===== config.mk =====
export PLATFORM = sky130hd
export DESIGN_NAME = servile_wb_rr_arbiter
export DESIGN_NICKNAME = d
export VERILOG_FILES = /design/src/rtl/servile_wb_rr_arbiter_pkg.sv /design/src/rtl/servile_wb_rr_arbiter_pick.sv /design/src/rtl/servile_wb_rr_arbiter.sv
export SDC_FILE = /design/constraint.sdc
export NUM_CORES = 1
export LEC_CHECK = 0
export CORE_AREA = 2 2 110 112
export CTS_CLUSTER_SIZE = 30
export DETAILED_ROUTE_END_ITERATION = 10
export DIE_AREA = 0 0 112 114
export DONT_BUFFER_PORTS = 1
export PLACE_DENSITY = 0.3
export SLEW_MARGIN = 20
export SYNTH_ARGS = -nofsm -noshare
export SYNTH_HDL_FRONTEND = slang
export SYNTH_SLANG_ARGS = --single-unit

===== constraint.sdc =====
create_clock -name i_clk -period 1.92 [get_ports i_clk]
set_input_delay 0.48 -clock i_clk [delete_from_list [all_inputs] [get_ports i_clk]]
set_output_delay 0.48 -clock i_clk [all_outputs]
set_load 0.02 [all_outputs]

===== src/rtl/servile_wb_rr_arbiter_pkg.sv =====
// servile_wb_rr_arbiter_pkg
//   Shared definitions for the Wishbone round-robin arbiter:
//   FSM state encoding, Wishbone field widths and a helper that sizes the
//   round-robin pointer for 2..4 masters.
package servile_wb_rr_arbiter_pkg;

    typedef enum logic {
        ST_IDLE = 1'b0,
        ST_BUSY = 1'b1
    } state_e;

    localparam int unsigned ADR_W = 32;
    localparam int unsigned DAT_W = 32;
    localparam int unsigned SEL_W = 4;

    // Pointer width for NUM_M masters (NUM_M is limited to 2..4).
    function automatic int unsigned ptr_w(input int unsigned n);
        return (n > 2) ? 2 : 1;
    endfunction

endpackage


===== src/rtl/servile_wb_rr_arbiter_pick.sv =====
// servile_rr_pick
//   Combinational rotating priority encoder. Scans the request vector
//   starting at (ptr_i+1) mod NUM_M, wrapping, and returns a one-hot
//   grant for the first requester found (all zero if none).
//   Ports:
//     req_i  [NUM_M]  request vector
//     ptr_i  [PW]     index of the most recently served master
//     gnt_o  [NUM_M]  one-hot grant
module servile_rr_pick #(
    parameter int unsigned NUM_M = 2,
    parameter int unsigned PW    = 1
) (
    input  logic [NUM_M-1:0] req_i,
    input  logic [PW-1:0]    ptr_i,
    output logic [NUM_M-1:0] gnt_o
);

    int unsigned idx;

    // Walk from the farthest offset down to the nearest so the last hit,
    // i.e. the one closest after ptr_i, is what remains in gnt_o.
    always_comb begin
        gnt_o = '0;
        idx   = 0;
        for (int unsigned i = NUM_M; i >= 1; i--) begin
            idx = (int'(ptr_i) + i) % NUM_M;
            if (req_i[idx[PW-1:0]]) begin
                gnt_o                = '0;
                gnt_o[idx[PW-1:0]]   = 1'b1;
            end
        end
    end

endmodule


===== src/rtl/servile_wb_rr_arbiter.sv =====
// servile_wb_rr_arbiter
//   Registered round-robin arbiter sharing one Wishbone-classic slave
//   between NUM_M masters. One transaction outstanding at a time; the
//   grant is held until slave ack, master stb drop, or timeout, then the
//   priority rotates past the master just served.
//   Ports:
//     i_clk, i_rst_n        clock, synchronous active-low reset
//     i_wb_m_*              packed per-master request fields (master k at slice k)
//     o_wb_m_rdt            slave read data broadcast to all masters
//     o_wb_m_ack/err        per-master ack (combinational) / timeout error pulse
//     o_wb_s_*              muxed slave request, all zero in IDLE
//     i_wb_s_rdt/ack        slave response
//     o_grant               registered one-hot grant, zero in IDLE
module servile_wb_rr_arbiter
    import servile_wb_rr_arbiter_pkg::*;
#(
    parameter int unsigned NUM_M   = 2,
    parameter int unsigned TIMEOUT = 255,
    parameter int unsigned CW      = 8
) (
    input  logic                   i_clk,
    input  logic                   i_rst_n,
    input  logic [NUM_M*ADR_W-1:0] i_wb_m_adr,
    input  logic [NUM_M*DAT_W-1:0] i_wb_m_dat,
    input  logic [NUM_M*SEL_W-1:0] i_wb_m_sel,
    input  logic [NUM_M-1:0]       i_wb_m_we,
    input  logic [NUM_M-1:0]       i_wb_m_stb,
    output logic [DAT_W-1:0]       o_wb_m_rdt,
    output logic [NUM_M-1:0]       o_wb_m_ack,
    output logic [NUM_M-1:0]       o_wb_m_err,
    output logic [ADR_W-1:0]       o_wb_s_adr,
    output logic [DAT_W-1:0]       o_wb_s_dat,
    output logic [SEL_W-1:0]       o_wb_s_sel,
    output logic                   o_wb_s_we,
    output logic                   o_wb_s_stb,
    input  logic [DAT_W-1:0]       i_wb_s_rdt,
    input  logic                   i_wb_s_ack,
    output logic [NUM_M-1:0]       o_grant
);

    localparam int unsigned   PW = ptr_w(NUM_M);
    localparam logic [CW-1:0] TO = CW'(TIMEOUT);

    state_e           state_q, state_d;
    logic [NUM_M-1:0] grant_q, grant_d;
    logic [PW-1:0]    ptr_q,   ptr_d;
    logic [CW-1:0]    cnt_q,   cnt_d;

    logic [NUM_M-1:0] pick_gnt;
    logic [PW-1:0]    gidx;
    logic             gstb;
    logic             busy;
    logic             timeout_hit;

    servile_rr_pick #(
        .NUM_M (NUM_M),
        .PW    (PW)
    ) u_pick (
        .req_i (i_wb_m_stb),
        .ptr_i (ptr_q),
        .gnt_o (pick_gnt)
    );

    assign busy        = (state_q == ST_BUSY);
    assign gstb        = |(i_wb_m_stb & grant_q);
    assign timeout_hit = (TIMEOUT != 0) && (cnt_q == TO);

    always_comb begin
        gidx = '0;
        for (int unsigned k = 0; k < NUM_M; k++) begin
            if (grant_q[k]) begin
                gidx = PW'(k);
            end
        end
    end

    // State register
    always_ff @(posedge i_clk) begin
        if (!i_rst_n) begin
            state_q <= ST_IDLE;
            grant_q <= '0;
            ptr_q   <= PW'(NUM_M - 1);
            cnt_q   <= '0;
        end else begin
            state_q <= state_d;
            grant_q <= grant_d;
            ptr_q   <= ptr_d;
            cnt_q   <= cnt_d;
        end
    end

    // Next-state logic
    always_comb begin
        state_d = state_q;
        grant_d = grant_q;
        ptr_d   = ptr_q;
        cnt_d   = cnt_q;
        unique case (state_q)
            ST_IDLE: begin
                if (|i_wb_m_stb) begin
                    grant_d = pick_gnt;
                    cnt_d   = '0;
                    state_d = ST_BUSY;
                end
            end
            ST_BUSY: begin
                // Ack, master abort and timeout all end the transaction the
                // same way; they differ only in which response is emitted.
                if (i_wb_s_ack || !gstb || timeout_hit) begin
                    grant_d = '0;
                    ptr_d   = gidx;
                    state_d = ST_IDLE;
                end else if (cnt_q != TO) begin
                    cnt_d = cnt_q + 1'b1;
                end
            end
            default: state_d = ST_IDLE;
        endcase
    end

    // Outputs: grant_q is zero outside BUSY, so the AND-OR mux yields zero
    // in IDLE without extra gating.
    always_comb begin
        o_wb_s_adr = '0;
        o_wb_s_dat = '0;
        o_wb_s_sel = '0;
        o_wb_s_we  = 1'b0;
        for (int unsigned k = 0; k < NUM_M; k++) begin
            o_wb_s_adr = o_wb_s_adr | ({ADR_W{grant_q[k]}} & i_wb_m_adr[k*ADR_W +: ADR_W]);
            o_wb_s_dat = o_wb_s_dat | ({DAT_W{grant_q[k]}} & i_wb_m_dat[k*DAT_W +: DAT_W]);
            o_wb_s_sel = o_wb_s_sel | ({SEL_W{grant_q[k]}} & i_wb_m_sel[k*SEL_W +: SEL_W]);
            o_wb_s_we  = o_wb_s_we  | (grant_q[k] & i_wb_m_we[k]);
        end
        o_wb_s_stb = busy && gstb;
        o_wb_m_rdt = i_wb_s_rdt;
        o_wb_m_ack = (busy && i_wb_s_ack) ? grant_q : '0;
        o_wb_m_err = (busy && !i_wb_s_ack && gstb && timeout_hit) ? grant_q : '0;
        o_grant    = grant_q;
    end

endmodule


# Word level (Yosys, flattened, before mapping)
# Cells that the tools add are included.
# totals
ff_bits	12
output_inout_bits	108
word_cells	70
# classes
reduce_logical	16
order_cmp	4
eq_ne	6
n_bitwise	14
add_sub_neg	3
mux	23
# op_table
operator	n
32-bit bitwise AND	4
32-bit OR	2
8-bit 2-to-1 mux	3
8-bit one-hot mux with 2 select lines	1
2-bit 2-to-1 mux	6
1-bit 2-to-1 mux	9
8-bit by 1-bit adder with 8-bit output, second input constant	1
4-bit bitwise AND	2
8-bit equality test, second input constant	1
8-bit != test, second input constant	1
1-bit logical AND	7
1-bit by 2-bit < comparator with 1-bit output, second input constant	2
2-bit by 1-bit != test with 1-bit output, second input constant	2
2-bit != test, second input constant	2
4-bit OR	1
2-bit one-hot mux with 2 select lines	1
2-bit AND reduction	2
2-bit OR reduction	2
3-bit AND reduction	1
1-bit adder, second input constant	2
1-bit bitwise AND	2
2-bit bitwise AND	1
1-bit demux with 1-bit select	2
1-bit >= comparator, second input constant	2
5 further kinds	7

# Longest topological paths before layout
# depth
ltp_word	9
ltp_mapped	6

# By module
# A second synthesis with hierarchy kept.
# unflattened
cells_unflattened	205
area_unflattened_um2	1620.3
# by_module_without_submodules
module	area_per_inst_um2	cells_each	instances
servile_wb_rr_arbiter	1601.5	202	1
servile_rr_pick	18.8	3	1

# Least setup slack after synthesis
# OpenSTA, ideal clock, no wires.
# synth_timing
kind	flip-flop to output port
startpoint	register grant_q[0], in the netlist o_grant[0]
endpoint	output o_wb_s_adr[0]
path_stages_with_launch	4
path_buffers	2
required_time_ns	1.440
t_arrival_ns	1.303
path_slack_ns	0.137
cell_sequence	dfxtp_1 clkbuf_1 clkbuf_1 a22o_1
# synth_via
elab_chain_cells	2
# synth_lines
item	line_no	source
start, declared	servile_wb_rr_arbiter.sv:45	logic [NUM_M-1:0] grant_q, grant_d;
start signal, assigned	servile_wb_rr_arbiter.sv:86	grant_q <= grant_d;
32-bit bitwise AND	servile_wb_rr_arbiter.sv:129	o_wb_s_adr = o_wb_s_adr | ({ADR_W{grant_q[k]}} & i_wb_m_adr[k*ADR_W +: ADR_W]);
32-bit OR	servile_wb_rr_arbiter.sv:129	
end, declared	servile_wb_rr_arbiter.sv:31	output logic [ADR_W-1:0] o_wb_s_adr,
# No other way between the ends.

# Final worst setup path
# layout_timing
startpoint	register grant_q[0], in the netlist o_grant[0]
endpoint	output o_wb_s_dat[2]
# layout_via
elab_chain_cells	2
# layout_lines
item	line_no	source
32-bit bitwise AND	servile_wb_rr_arbiter.sv:130	o_wb_s_dat = o_wb_s_dat | ({DAT_W{grant_q[k]}} & i_wb_m_dat[k*DAT_W +: DAT_W]);
32-bit OR	servile_wb_rr_arbiter.sv:130	
end, declared	servile_wb_rr_arbiter.sv:32	output logic [DAT_W-1:0] o_wb_s_dat,
# No other way between the ends.

==> results.txt <==
The flow ran to the end, and the final reports show no timing, DRC or antenna violations. The compound-cell area share of the yosys netlist is between 40% and 50%. Averaged over all synthesized cells, the footprint is 7.98 um^2. The area enclosed by the die boundary came out at roughly 13000 um^2. The launch point of the worst hold path is i_rst_n. In this run the clock root is driven by a clkbuf_16. The element type at the critical path start is a register. The analysis attributes to net switching a power of ~0.00047 W. The delay of the slowest cell on the worst path is 0.38 ns.

The clock network fraction of total power is 36.8%. The largest buffer count on any clock path is 2. The min-delay analysis places its worst path in the category input port to register. The floorplan row count is 40.

The total design power came out at roughly 0.0012 W. The measured slew at the worst slew-check pin came out at 0.523 ns. The net count of the finished layout came out at 340. The commonest cells after synthesis are 69 x a22o_1, 33 x buf_4, 17 x clkbuf_1, 12 x dfxtp_1, 9 x a21oi_1.

The total via count in the routed design came out at 1528. The peak clock frequency supported by timing came out at 540 MHz. The worst slew margin relative to its limit came out at 64.8%.

The number of pins with negative max-slew slack in the final report is 0. The detailed-route DRC error count is 0. The final estimated routing congestion in global placement came out at roughly 0.71. The number of distinct library cells after synthesis is 36. The count of buffering cells on the critical path with inverters included came out at 1. The global-route usage over all layers came out at about 8%. The maximum number of pins on one net before global-route repair is 44. The TritonCTS clock tree is done.

The final instance area came out at 1690 um^2. The capturing element type of the critical path is a primary output. The clock period minus final worst setup slack is between 1.5 and 2 ns. The total of hold buffers inserted after clock tree synthesis is 0.

The number of global-route vias before repair came out at between 1000 and 1500. The largest vdd supply drop is 0.498 mV. After detailed routing, the total wire length is 6.09 mm. The number of H-tree levels is 1. The worst path uses 96.5% of the clock period. The total of flip-flops plus latches after synthesis is 12. The starting density of the core came out at 13.8%.

The clock insertion delay at the later pin of the skew report came out at between 0.2 and 0.25 ns. The layout filler cell count is about 1400. Detailed placement ended at an HPWL of 5.11 mm. The proportion of register bits with asynchronous set or reset after synthesis came out at 0%.

Setup slack on the critical path of the routed design comes to 0.0669 ns. The reported max-cap violation count came out at 0. The total met2 wirelength after detailed routing is 3.06 mm. The largest total area in the synthesized netlist belongs to a22o_1. The standard cell area after detailed placement came out at 1570 um^2. The highest metal layer used by the detailed router is met4.

The setup slack of the worst register-to-register path is 0.30 ns. The share of the synthesized area in the top cell type came out at ~38%. The total congestion overflow is 0.

The number of nets produced by synthesis is roughly 380. The clock skew after layout came out at 0.00495 ns. The iteration-0 DRC count of the detailed router came out at 51.

The final sum of negative setup slack is 0 ns. The number of enable flip-flop cells after synthesis is 0. Walking the worst path, the cells encountered are buf_4 -> a22o_1.

The most used flip-flop cell after synthesis is dfxtp_1. The first-pass GRT wire length is 7.98 mm. For this design, the slowest cell found on the critical path is dfxtp_2. In the final routed layout, each cell accounts on average for between 15 and 20 um.

The source of the worst register-to-register timing path is cnt_q[0]$_SDFFE_PN0P_. After detailed routing, the met3 layer carries 481 um of wire. Measured along the x axis, the die boundary spans 112 um. The number of clock buffers added by TritonCTS is 3.

The critical path is of the register to primary output type. The average via count per standard cell came out at 4.93. The maximum fanout count along the critical path is 39.

The sequential share of power came out at about 22%. The worst flop-to-flop path endpoint is o_grant[0]$_SDFFE_PN0P_. The cell count after synthesis is 202. Yosys printed 0 warnings. In this run the tool buffered the top-level ports with 0 buffer cells. Setup repair after global routing left no endpoint under its margin. The post-synthesis instance area is 1610 um^2. The dominant combinational cell family by area after synthesis is compound AO/OA/AOI/OAI gates. The worst setup timing slack at the placement stage came out at 0.183 ns. After clock tree synthesis, the clock-pin slew on the worst setup and hold paths is 0.05 ns. The proportion of total power due to net switching came out at 39.7%.

In this run the vertical extent of the chip is 114 um. The fraction of layout instances using a drive strength above 1 is 17.8%. The cell depth of the worst min-delay path is 1. The worst hold path terminates at ptr_q$_SDFFE_PN1P_.

For this design the static power due to leakage is 0.582 nW. Ranked by total cell area, the synthesized netlist is headed by a22o_1 38%, buf_4 15%, dfxtp_1 15%, clkbuf_1 4.0%, a21oi_1 2.8%. Combinational logic is responsible for 40.9% of the overall power. The post-detailed-route count of antenna-violating nets came out at 0. The internal power of the cells totals about 0.0007 W.

The data required time at the worst endpoint came out at roughly 1.4 ns. The critical path arrival came out at around 1.4 ns. The area added between synthesis and finish is 5.05%. The top-level port count came out at 283.

The arithmetic-cell share of the synthesized area counting full adders, half adders and majority gates is 0.776%. The xor-xnor portion of the synthesized cell area is 0.543%. In this design, the largest share of critical-path delay is due to flip-flops.

The first-pass iteration count of the detailed router came out at 4. The path depth of the worst reg2reg path came out at 6. The routed metal-1 wirelength is 2.46 mm. The share of the Yosys chip area taken by registers is 14.9%. The ratio of total power to cell area is 703 nW/um^2. Counting every sink on the clock net gives 12. The number of antenna repair diodes is 0.

Setup violations remaining at the end of the flow were counted as 0. The worst hold slack came out at 0.313 ns. The most instantiated library cell after synthesis is a22o_1. The initial antenna violation count is 0. The final hold violation count came to 0.

Summing the areas of all and, or, nand and nor instances in the mapped netlist gives about an eighth of the synthesized area. After synthesis, the share of cell area in mux cells is 0.621%. The total area inside the core boundary comes to approximately 12000 um^2.
-- placed cells by master (no fill, tap or decap), types with 2 or more instances in the layout --
| cell type | Yosys | routed |
|---|---|---|
| a211oi_2 | 2 | 2 |
| a21oi_1 | 9 | 9 |
| a22o_1 | 69 | 69 |
| and3_1 | 6 | 4 |
| and3_4 | 0 | 2 |
| buf_12 | 0 | 3 |
| buf_4 | 33 | 6 |
| clkbuf_16 | 0 | 3 |
| dfxtp_1 | 12 | 8 |
| dfxtp_2 | 0 | 4 |
| inv_1 | 5 | 5 |
| nand2_1 | 2 | 2 |
| nand3_1 | 5 | 5 |
| nand3b_1 | 2 | 2 |
| nor2_1 | 6 | 6 |
| nor4b_1 | 2 | 2 |
| o21a_1 | 3 | 3 |
| o21ai_0 | 7 | 7 |
-- area by class of cell --
class | count | area (um^2) | share of cell area (%)
clock buffer | 4 | 88.8 | 5.25
timing repair buffer | 9 | 105 | 6.21
sequential | 12 | 245 | 14.5
inverter | 5 | 18.8 | 1.11
tap | 147 | 184 | 10.9
multi-input combinational | 133 | 1050 | 62.1
-- kinds of logic (layout without fill, tap and decap cells) --
group,after synthesis,count (layout)
AO/OA/AOI/OAI,96,96
buffers and inverters,57,18
AND/OR/NAND/NOR,34,34
flip-flops,12,12
adder cells (fa/ha/maj),1,1
XOR/XNOR,1,1
multiplexers,1,1
-- repair_timing --
action                                  in CTS  in global routing
resized for setup                            5                  5
setup buffers                                0                  2
endpoints found under the setup margin       2                  2
-- sequential cells by signal (all words and copies together), names as in the netlist --
register  count
ptr_q         1
busy          1
cnt_q         8
o_grant       2
-- layer usage --
| metal | GRT usage [%] | vias up |
|---|---|---|
| met5 | 0 | - |
| met4 | 2.60 | 0 |
| met3 | 1.70 | 14 |
| met2 | 13.3 | 113 |
| met1 | 10.8 | 728 |
| li1 | - | 673 |
-- through the flow --
stage,util [%],instances
after global routing,14.5,310
after global placement,13.4,304
after detailed placement,13.4,304
final,14.5,310
after floorplan,-,202
after CTS,14.2,308
-- power by group through the flow --
stage / clock network, W / logic (W) / registers [W]
6_report: 0.000438 / 0.000487 / 0.000266
2_1_floorplan: 0 / 0.000506 / 0.000269
3_3_place_gp: 0 / 0.000491 / 0.000271
4_1_cts: 0.000448 / 0.000493 / 0.000266
5_1_grt: 0.000458 / 0.000512 / 0.000267
3_5_place_dp: 0 / 0.000491 / 0.000271
-- worst max path at each step --
stage	cells after the start	startpoint	to
2_1_floorplan	3	o_grant[0]$_SDFFE_PN0P_	o_wb_s_adr[0]
3_3_place_gp	3	i_wb_m_stb[0]	o_wb_m_err[0]
3_5_place_dp	3	i_wb_m_stb[0]	o_wb_m_err[1]
4_1_cts	4	cnt_q[0]$_SDFFE_PN0P_	o_wb_m_err[1]
5_1_grt	2	o_grant[0]$_SDFFE_PN0P_	o_wb_s_dat[2]
6_report	2	o_grant[0]$_SDFFE_PN0P_	o_wb_s_dat[2]
No activity file was read; power rests on OpenSTA's default activity.
